File: src/rtl/dsp_pkg.sv
// Shared constants and types for the delayed-LMS stimulus/reference source.
package dsp_pkg;

    // Default datapath widths: samples and coefficients, and their full product.
    localparam int SAMPLE_W = 8;
    localparam int PROD_W   = 16;

    // Coefficients are Q1.7, so a product is rescaled by this many bits.
    localparam int Q_SHIFT = 7;

    // Output saturation range for a W1 = 8 sample.
    localparam int SAT_MAX = 127;
    localparam int SAT_MIN = -128;

    // Feedback taps 16, 14, 13, 11 of the 16-bit Fibonacci LFSR, expressed as bit positions 15, 13, 12, 10.
    localparam logic [15:0] LFSR_TAPS = 16'hB400;

    // Controller states.
    typedef enum logic [1:0] {
        IDLE  = 2'd0,
        LOAD  = 2'd1,
        RUN   = 2'd2,
        FLUSH = 2'd3
    } state_t;

endpackage

File: src/rtl/lfsr16.sv
// 16-bit Fibonacci LFSR: the current value is the output, and it shifts on enabled edges.
module lfsr16
    import dsp_pkg::*;
(
    input  logic        clk,
    input  logic        reset,
    input  logic        enable,
    input  logic [15:0] seed,
    output logic [15:0] value
);

    logic fb;

    assign fb = ^(value & LFSR_TAPS);

    // Load the seed on reset; otherwise shift left and insert the feedback bit when enabled.
    always_ff @(posedge clk) begin
        // NOTE: sequential state uses non-blocking assignments, so every register reads pre-edge values.
        if (reset) begin
            value <= seed;
        end else if (enable) begin
            value <= {value[14:0], fb};
        end
    end

endmodule

File: src/rtl/dlms_plant_gen.sv
// Stimulus source for the delayed-LMS filter. It produces x(n) from an LFSR or an external port.
// It runs x(n) through a loadable L-tap plant FIR to form d(n), and outputs each x/d pair on the same cycle.
module dlms_plant_gen
    import dsp_pkg::*;
#(
    parameter int          W1   = SAMPLE_W,
    parameter int          W2   = PROD_W,
    parameter int          L    = 4,
    parameter logic [15:0] SEED = 16'hACE1
) (
    input  logic          clk,
    input  logic          reset,
    input  logic          load_valid,
    input  logic [W1-1:0] load_data,
    output logic          load_ready,
    input  logic          start,
    input  logic          stop,
    input  logic          ext_sel,
    input  logic [W1-1:0] x_ext,
    output logic [W1-1:0] x_out,
    output logic [W1-1:0] d_out,
    output logic          valid_out,
    output logic          busy
);

    localparam int SW = W2 + 3;
    localparam int IW = $clog2(L);
    localparam logic [IW-1:0]        LAST_IDX = IW'(L - 1);
    localparam logic signed [SW-1:0] SUM_HI   = SW'(SAT_MAX);
    localparam logic signed [SW-1:0] SUM_LO   = SW'(SAT_MIN);

    state_t        state, state_d;
    logic [1:0]    flush_cnt;
    logic [IW-1:0] load_idx;

    logic take_sample;
    logic load_accept;
    logic clear_hist;

    logic [15:0]           lfsr;
    logic                  unused_lfsr_hi;
    logic signed [W1-1:0]  xs;
    logic signed [W1-1:0]  coef [L];
    logic signed [W1-1:0]  hist [L-1];
    logic signed [W1-1:0]  tap  [L];

    logic signed [W2-1:0]  prod [L];
    logic signed [SW-1:0]  sum_d, sum_q, scaled;
    logic signed [W1-1:0]  d_sat;
    logic [W1-1:0]         x_s1, x_s2;
    logic                  v1, v2;

    // ------------------------------------------------------------------
    // Sample source
    // ------------------------------------------------------------------
    lfsr16 u_lfsr (
        .clk    (clk),
        .reset  (reset),
        .enable (take_sample && !ext_sel),
        .seed   (SEED),
        .value  (lfsr)
    );

    // Only the low W1 bits become samples; the upper bits exist only for the sequence.
    assign unused_lfsr_hi = ^lfsr[15:W1];

    assign xs = ext_sel ? x_ext : lfsr[W1-1:0];

    // ------------------------------------------------------------------
    // Controller
    // ------------------------------------------------------------------

    // State register and the three-cycle drain counter that runs only while in FLUSH.
    always_ff @(posedge clk) begin
        if (reset) begin
            state     <= IDLE;
            flush_cnt <= 2'd0;
        end else begin
            state     <= state_d;
            flush_cnt <= (state == FLUSH && state_d == FLUSH) ? flush_cnt + 2'd1 : 2'd0;
        end
    end

    // Next-state and control decode. A load beats start in IDLE, and RUN still samples on its stop cycle.
    always_comb begin
        // NOTE: every output of this block gets a default first, so no path can infer a latch.
        state_d     = state;
        load_ready  = 1'b0;
        busy        = 1'b1;
        take_sample = 1'b0;
        load_accept = 1'b0;
        clear_hist  = 1'b0;
        case (state)
            IDLE: begin
                load_ready = 1'b1;
                busy       = 1'b0;
                if (load_valid) begin
                    load_accept = 1'b1;
                    state_d     = LOAD;
                end else if (start) begin
                    clear_hist = 1'b1;
                    state_d    = RUN;
                end
            end
            LOAD: begin
                load_ready = 1'b1;
                if (load_valid) begin
                    load_accept = 1'b1;
                    if (load_idx == LAST_IDX) begin
                        state_d = IDLE;
                    end
                end
            end
            RUN: begin
                take_sample = 1'b1;
                if (stop) begin
                    state_d = FLUSH;
                end
            end
            FLUSH: begin
                if (flush_cnt == 2'd2) begin
                    state_d = IDLE;
                end
            end
            default: state_d = IDLE;
        endcase
    end

    // ------------------------------------------------------------------
    // Coefficient store and tap history
    // ------------------------------------------------------------------

    // Write accepted coefficient words in order c0..c(L-1). The index wraps to 0 when a load completes.
    always_ff @(posedge clk) begin
        // NOTE: this small register array is reset explicitly, because a restart without a load must see all-zero coefficients.
        if (reset) begin
            for (int k = 0; k < L; k++) begin
                coef[k] <= '0;
            end
            load_idx <= '0;
        end else if (load_accept) begin
            coef[load_idx] <= load_data;
            load_idx       <= (load_idx == LAST_IDX) ? '0 : load_idx + 1'b1;
        end
    end

    // Shift each new sample into the delay line. A fresh run starts from an all-zero history.
    always_ff @(posedge clk) begin
        if (reset || clear_hist) begin
            for (int k = 0; k < L - 1; k++) begin
                hist[k] <= '0;
            end
        end else if (take_sample) begin
            hist[0] <= xs;
            for (int k = 1; k < L - 1; k++) begin
                hist[k] <= hist[k-1];
            end
        end
    end

    // Tap 0 is the sample arriving this cycle, so the product stage sees x(n) without an extra delay.
    always_comb begin
        tap[0] = xs;
        for (int k = 1; k < L; k++) begin
            tap[k] = hist[k-1];
        end
    end

    // ------------------------------------------------------------------
    // Plant FIR pipeline: products -> sum -> scale/saturate
    // ------------------------------------------------------------------

    // S1: register the signed products and the sample they belong to.
    always_ff @(posedge clk) begin
        if (reset) begin
            v1   <= 1'b0;
            x_s1 <= '0;
            for (int k = 0; k < L; k++) begin
                prod[k] <= '0;
            end
        end else begin
            v1 <= take_sample;
            if (take_sample) begin
                x_s1 <= xs;
                for (int k = 0; k < L; k++) begin
                    prod[k] <= W2'(coef[k]) * W2'(tap[k]);
                end
            end
        end
    end

    // Sign-extend each product into the wider accumulator, so L products cannot overflow.
    always_comb begin
        sum_d = '0;
        for (int k = 0; k < L; k++) begin
            sum_d = sum_d + SW'(prod[k]);
        end
    end

    // S2: register the sum.
    always_ff @(posedge clk) begin
        if (reset) begin
            v2    <= 1'b0;
            sum_q <= '0;
            x_s2  <= '0;
        end else begin
            v2 <= v1;
            if (v1) begin
                sum_q <= sum_d;
                x_s2  <= x_s1;
            end
        end
    end

    // Drop the Q1.7 fraction with a flooring arithmetic shift, then clip to the sample range.
    always_comb begin
        scaled = sum_q >>> Q_SHIFT;
        if (scaled > SUM_HI) begin
            d_sat = W1'(SAT_MAX);
        end else if (scaled < SUM_LO) begin
            d_sat = W1'(SAT_MIN);
        end else begin
            d_sat = scaled[W1-1:0];
        end
    end

    // S3: update the outputs only with valid pairs, so x_out and d_out hold their last values otherwise.
    always_ff @(posedge clk) begin
        if (reset) begin
            valid_out <= 1'b0;
            x_out     <= '0;
            d_out     <= '0;
        end else begin
            valid_out <= v2;
            if (v2) begin
                x_out <= x_s2;
                d_out <= d_sat;
            end
        end
    end

endmodule
File: config.mk
export PLATFORM = sky130hd
export DESIGN_NAME = dlms_plant_gen
export DESIGN_NICKNAME = d
export VERILOG_FILES = /design/src/rtl/dsp_pkg.sv /design/src/rtl/lfsr16.sv /design/src/rtl/dlms_plant_gen.sv
export SDC_FILE = /design/constraint.sdc
export NUM_CORES = 1
export LEC_CHECK = 0
export BUFFER_PORTS_ARGS = -buffer_cell sky130_fd_sc_hd__buf_2
export CORE_MARGIN = 5
export CORE_UTILIZATION = 55
export DETAILED_ROUTE_END_ITERATION = 6
export PLACE_DENSITY_LB_ADDON = 0.08
export SKIP_LAST_GASP = 1
export SYNTH_ARGS = -nofsm -noshare
export SYNTH_HDL_FRONTEND = slang
export SYNTH_SLANG_ARGS = --single-unit
File: constraint.sdc
create_clock -name clk -period 12 [get_ports clk]
set_input_delay 1.2 -clock clk [delete_from_list [all_inputs] [get_ports clk]]
set_output_delay 1.2 -clock clk [all_outputs]
set_load 0.005 [all_outputs]
After elaboration in Yosys (flattened, before gate mapping)
Memories as Yosys holds them, arrays and structs flattened.
Cells that the tools add are included.
- latch bits: 0
- memory bits (read-only): 0
- memories: 3
- input port bits: 22
- word-level logic and storage cells: 90
- flip-flop bits (word level): 76
- output and inout bits: 19
- RAM bits: 120
- mux-type cells: 41
- divide/modulo/power cells: 0
- order comparisons: 2
- add/sub/neg operators: 5
- multipliers: 4
- shift-type cells: 0
- bitwise operators: 8
- reduce and logical (&&, ||, !) cells: 9
- equality and inequality tests: 6
- memories (memory ; depth ; width ; rd ports ; clocked after memory_dff ; wr ports ; line ; text):
    prod ; 4 ; 16 ; 4 ; 0 ; 4 ; dlms_plant_gen.sv:47 ; logic signed [W2-1:0] prod [L];
    coef ; 4 ; 8 ; 4 ; 0 ; 4 ; dlms_plant_gen.sv:43 ; logic signed [W1-1:0] coef [L];
    hist ; 3 ; 8 ; 3 ; 0 ; 3 ; dlms_plant_gen.sv:44 ; logic signed [W1-1:0] hist [L-1];
- operator list (cell ; number):
    $mul A8 B8 Y16 ; 4
    $mux W16 ; 4
    $mux W8 ; 7
    $mux W1 ; 21
    $add A18 B16 Y19 ; 1
    $add A17 B16 Y18 ; 1
    $add A16 B16 Y17 ; 1
    $mux W2 ; 8
    $reduce_xor A16 Y1 ; 1
    $gt A12 B8 Y1 const B ; 1
    $lt A12 B8 Y1 const B ; 1
    $eq A2 B2 Y1 const B ; 5
    $pmux W2 S4 ; 1
    $reduce_or A8 Y1 ; 1
    $or A1 B1 Y1 ; 7
    $add A2 B1 Y2 const B ; 2
    $reduce_or A2 Y1 ; 2
    $eq A2 B1 Y1 const B ; 1
    $logic_and A1 B1 Y1 ; 2
    $logic_not A2 Y1 ; 1
    $logic_not A1 Y1 ; 1
    $logic_or A1 B1 Y1 ; 1
    $not A1 Y1 ; 1

Logic depth before layout (Yosys ltp)
- depth after elaboration: 8
- mapped depth: 20
- mapped depth without buffers: 19

By module
Synthesis repeated with hierarchy kept, for this count alone.
- cells, all modules: 1734
- area total of the unflattened synthesis: 18273.8 um2
- by module, submodules not included (module ; instances ; area an instance (um2) ; sequential area each (um2) ; cells each):
    dlms_plant_gen ; 1 ; 17525.6 ; 4664.5 ; 1695
    lfsr16 ; 1 ; 748.2 ; 480.5 ; 39

Worst setup path before layout
No wires, ideal clock.
- kind: input to register
- start: input port ext_sel
- end: memory prod[0][15] (netlist bit) (data pin)
- required time: 11.740 ns
- buffers on the path: 1
- library setup time: 0.260 ns
- arrival: 5.504 ns
- slack: 6.235 ns
- stages: 17
- cell sequence: clkbuf_1 -> mux2i_1 -> inv_1 -> fa_1 -> inv_1 -> fa_1 -> inv_1 -> fa_1 -> inv_1 -> fa_1 -> inv_1 -> ha_1 -> o21a_1 -> a21o_1 -> a31oi_1 -> a21oi_1 -> mux2i_1
- RTL lines (what ; line ; text):
    start: declaration ; dlms_plant_gen.sv:18 ; input logic ext_sel,
    end: declaration ; dlms_plant_gen.sv:47 ;

==> insert_results.sql <==
INSERT INTO impl_metrics (metric_group, metric, value, unit) VALUES
('detailed_routing', 'drtIter0Drc', '711', ''),
('critical_path', 'timing.rr.end', 'prod[1][13]$_SDFFCE_PN0P_', ''),
('clock_network', 'cts.hold.buffers_added', '0', ''),
('min_path', 'hold_path.startpoint', 'flush_cnt[0]$_SDFF_PP0_', ''),
('detailed_routing', 'wl', '40700', 'um'),
('logic_synthesis', 'muxShareOfSynthArea', '2.25', '%'),
('critical_path', 'setup.worst_path.start_class', 'input pin', ''),
('grt', 'global_route.usage.met2', '41.0', '%'),
('critical_path', 'rrSetupSlack', '7.10', 'ns'),
('floorplanning', 'fp.dieW', '191', 'um'),
('grt', 'grt_util_met1', '32.5', '%'),
('critical_path', 'worst_reg2reg_path_length_in_cells', '15', ''),
('clock_network', 'tritoncts', 'yes', ''),
('logic_synthesis', 'synth-simple-area-share', '16.8', '%'),
('detailed_routing', 'route.vias.total', '12000', ''),
('logic_synthesis', 'netlist.area_leader.share', '28.0', '%'),
('grt', 'grt_pass1_wl', '67400', 'um'),
('clock_network', 'clockRootBuffer', 'sky130_fd_sc_hd__clkbuf_16', ''),
('logic_synthesis', 'netlist_area', '18000', 'sq um'),
('floorplanning', 'dieHeight', '191', 'um'),
('clock_network', 'clkSlewWorstSetupHoldPaths', '0.07', 'ns'),
('clock_network', 'clock_path_buffers', '2', ''),
('timing', 'post-route-min-period', '5.55', 'ns'),
('final_layout', 'layout.area.seq', '4980', 'sq um'),
('power', 'cellLeakagePower', '8.92', 'nW'),
('grt', 'grt_antenna_before_repair', '2', ''),
('detailed_routing', 'drc_viols', '0', ''),
('detailed_routing', 'antenna_left', '0', ''),
('timing', 'grt_setup_unrepaired', 'no', ''),
('logic_synthesis', 'synthCells', '1770', ''),
('timing', 'min_period_over_period', '46.3', '%'),
('floorplanning', 'rows', '66', ''),
('timing', 'timing.fmax', '0.180', 'GHz'),
('timing', 'timing_max_transition_violations_final', '0', ''),
('power', 'power-per-cell-area', '137', 'nW/um^2'),
('timing', 'worst_clock_skew', '0.0156', 'ns'),
('detailed_routing', 'wl_per_cell', '18.0', 'um'),
('logic_synthesis', 'yosys.cell_count.top_type', 'sky130_fd_sc_hd__inv_1', ''),
('min_path', 'worstHoldPathCells', '1', ''),
('logic_synthesis', 'synthFlopType', 'sky130_fd_sc_hd__edfxtp_1', ''),
('grt', 'grtUsageTotal', '23.8', '%'),
('detailed_routing', 'route.detailed.vias_per_inst', '5.31', ''),
('logic_synthesis', 'synth-warning-count', '0', ''),
('timing', 'layout_setup_ws', '6.45', 'ns'),
('logic_synthesis', 'synth_fp_nets', '2178', ''),
('floorplanning', 'pin_count', '41', ''),
('critical_path', 'timing_worst_setup_path_type', 'in -> reg', ''),
('timing', 'timing.setup.tns', '0', 'ns'),
('timing', 'timing.final.setup_violations', '0', ''),
('detailed_routing', 'dr.pass1.iters', '4', ''),
('grt', 'grt-busiest-layer', 'met2', ''),
('status', 'status', 'completed', ''),
('timing', 'worst_slew_pin_slew', '0.987', 'ns'),
('logic_synthesis', 'synth_edf_count', '120', ''),
('logic_synthesis', 'yosys.area_share.xor_xnor', '2.48', '%'),
('critical_path', 'critPathMaxFanout', '10', ''),
('final_layout', 'filler_cell_count', '2817', ''),
('logic_synthesis', 'dominant_combinational_cell_family_by_area_after_synthesis', 'adder cells', ''),
('clock_network', 'cts_inserted_buffers', '17', ''),
('floorplanning', 'fp.dieArea', '36500', 'sq um'),
('floorplanning', 'fp.coreArea', '32500', 'sq um'),
('final_layout', 'num-nets-final', '2213', ''),
('placed_design', 'post-place-ws', '6.02', 'ns'),
('power', 'power', '2.65', 'mW'),
('logic_synthesis', 'synth-compound-area-share', '6.28', '%'),
('critical_path', 'critPathArrivalTime', '5.85', 'ns'),
('timing', 'slew-limit-headroom', '33.9', '%'),
('placed_design', 'buffer_ports.inserted', '40', ''),
('final_layout', 'multi_input_comb_area', '11800', 'sq um'),
('critical_path', 'endpoint_kind', 'register', ''),
('grt', 'vias_in_the_first_global_route', '12500', '');
routing by layer:
layer  wire, um  vias to the layer above
li1           -                     5670
met1      18400                     6094
met2      20400                      201
met3       1250                       37
met4        699                        0
met5          0                        -
critical path, stage by stage:
cell	delay [ns]
sky130_fd_sc_hd__buf_2	0.23
sky130_fd_sc_hd__mux2i_1	0.66
sky130_fd_sc_hd__nor2b_1	0.14
sky130_fd_sc_hd__fa_1	0.53
sky130_fd_sc_hd__inv_1	0.05
sky130_fd_sc_hd__fa_1	0.50
sky130_fd_sc_hd__inv_1	0.06
sky130_fd_sc_hd__fa_1	0.54
sky130_fd_sc_hd__inv_1	0.05
sky130_fd_sc_hd__fa_1	0.47
sky130_fd_sc_hd__inv_1	0.04
sky130_fd_sc_hd__ha_1	0.31
sky130_fd_sc_hd__o21a_1	0.13
sky130_fd_sc_hd__o21ai_0	0.31
sky130_fd_sc_hd__a21oi_1	0.17
sky130_fd_sc_hd__o22ai_1	0.23
sky130_fd_sc_hd__mux2i_1	0.22
worst max-delay path by stage:
stage	start	endpoint	cells past startpoint
after floorplan	ext_sel	prod[0][15]$_SDFFCE_PN0P_	17
after CTS	ext_sel	prod[0][14]$_SDFFCE_PN0P_	17
final	ext_sel	prod[0][12]$_SDFFCE_PN0P_	17
after detailed placement	ext_sel	prod[0][14]$_SDFFCE_PN0P_	17
after global routing	ext_sel	prod[0][12]$_SDFFCE_PN0P_	17
after global placement	ext_sel	prod[0][15]$_SDFFCE_PN0P_	16
area by class of cell:
cell class | count | share of cell area (%)
antenna | 1 | 0.0129
clock buffer | 17 | 2.20
inverter | 315 | 6.12
timing repair buffer | 50 | 1.42
sequential | 189 | 25.8
clock inverter | 15 | 0.816
multi-input combinational | 1232 | 60.8
tap | 442 | 2.86
power by group:
| group | internal (mW) | switching (mW) |
|---|---|---|
| combinational | 0.547 | 0.741 |
| clock | 0.277 | 0.286 |
| sequential | 0.738 | 0.0563 |
| total | 1.56 | 1.08 |
cells in the final DEF (no fill, tap or decap), drive strengths merged, types with 44 or more instances in the layout:
master / instances
nor2: 103
a21oi: 60
fa: 252
ha: 134
nand2: 140
dfxtp: 69
buf: 50
o21ai: 44
inv: 318
and2: 187
edfxtp: 120
cells by family after synthesis:
| kind of cell | after synthesis |
|---|---|
| flip-flops | 189 |
| AND/OR/NAND/NOR | 578 |
| AO/OA/AOI/OAI | 177 |
| adder cells (fa/ha/maj) | 386 |
| buffers and inverters | 349 |
| XOR/XNOR | 51 |
| multiplexers | 40 |
metrics by stage:
step | std cells | hold WS, ns
floorplan | 1770 | 0.392
global placement | 2228 | 0.399
detailed placement | 2228 | 0.406
CTS | 2260 | 0.417
global route | 2260 | 0.442
finish | 2261 | 0.409
sequential cells by signal (all words and copies together), names as in the netlist, 2 cells and up:
name,cells
prod,64
coef,32
hist,24
u_lfsr.value,16
sum_q,12
d_out,8
x_out,8
x_s1,8
x_s2,8
flush_cnt,2
load_idx,2
state,2
Note: power is estimated with default switching activity, not from simulation.
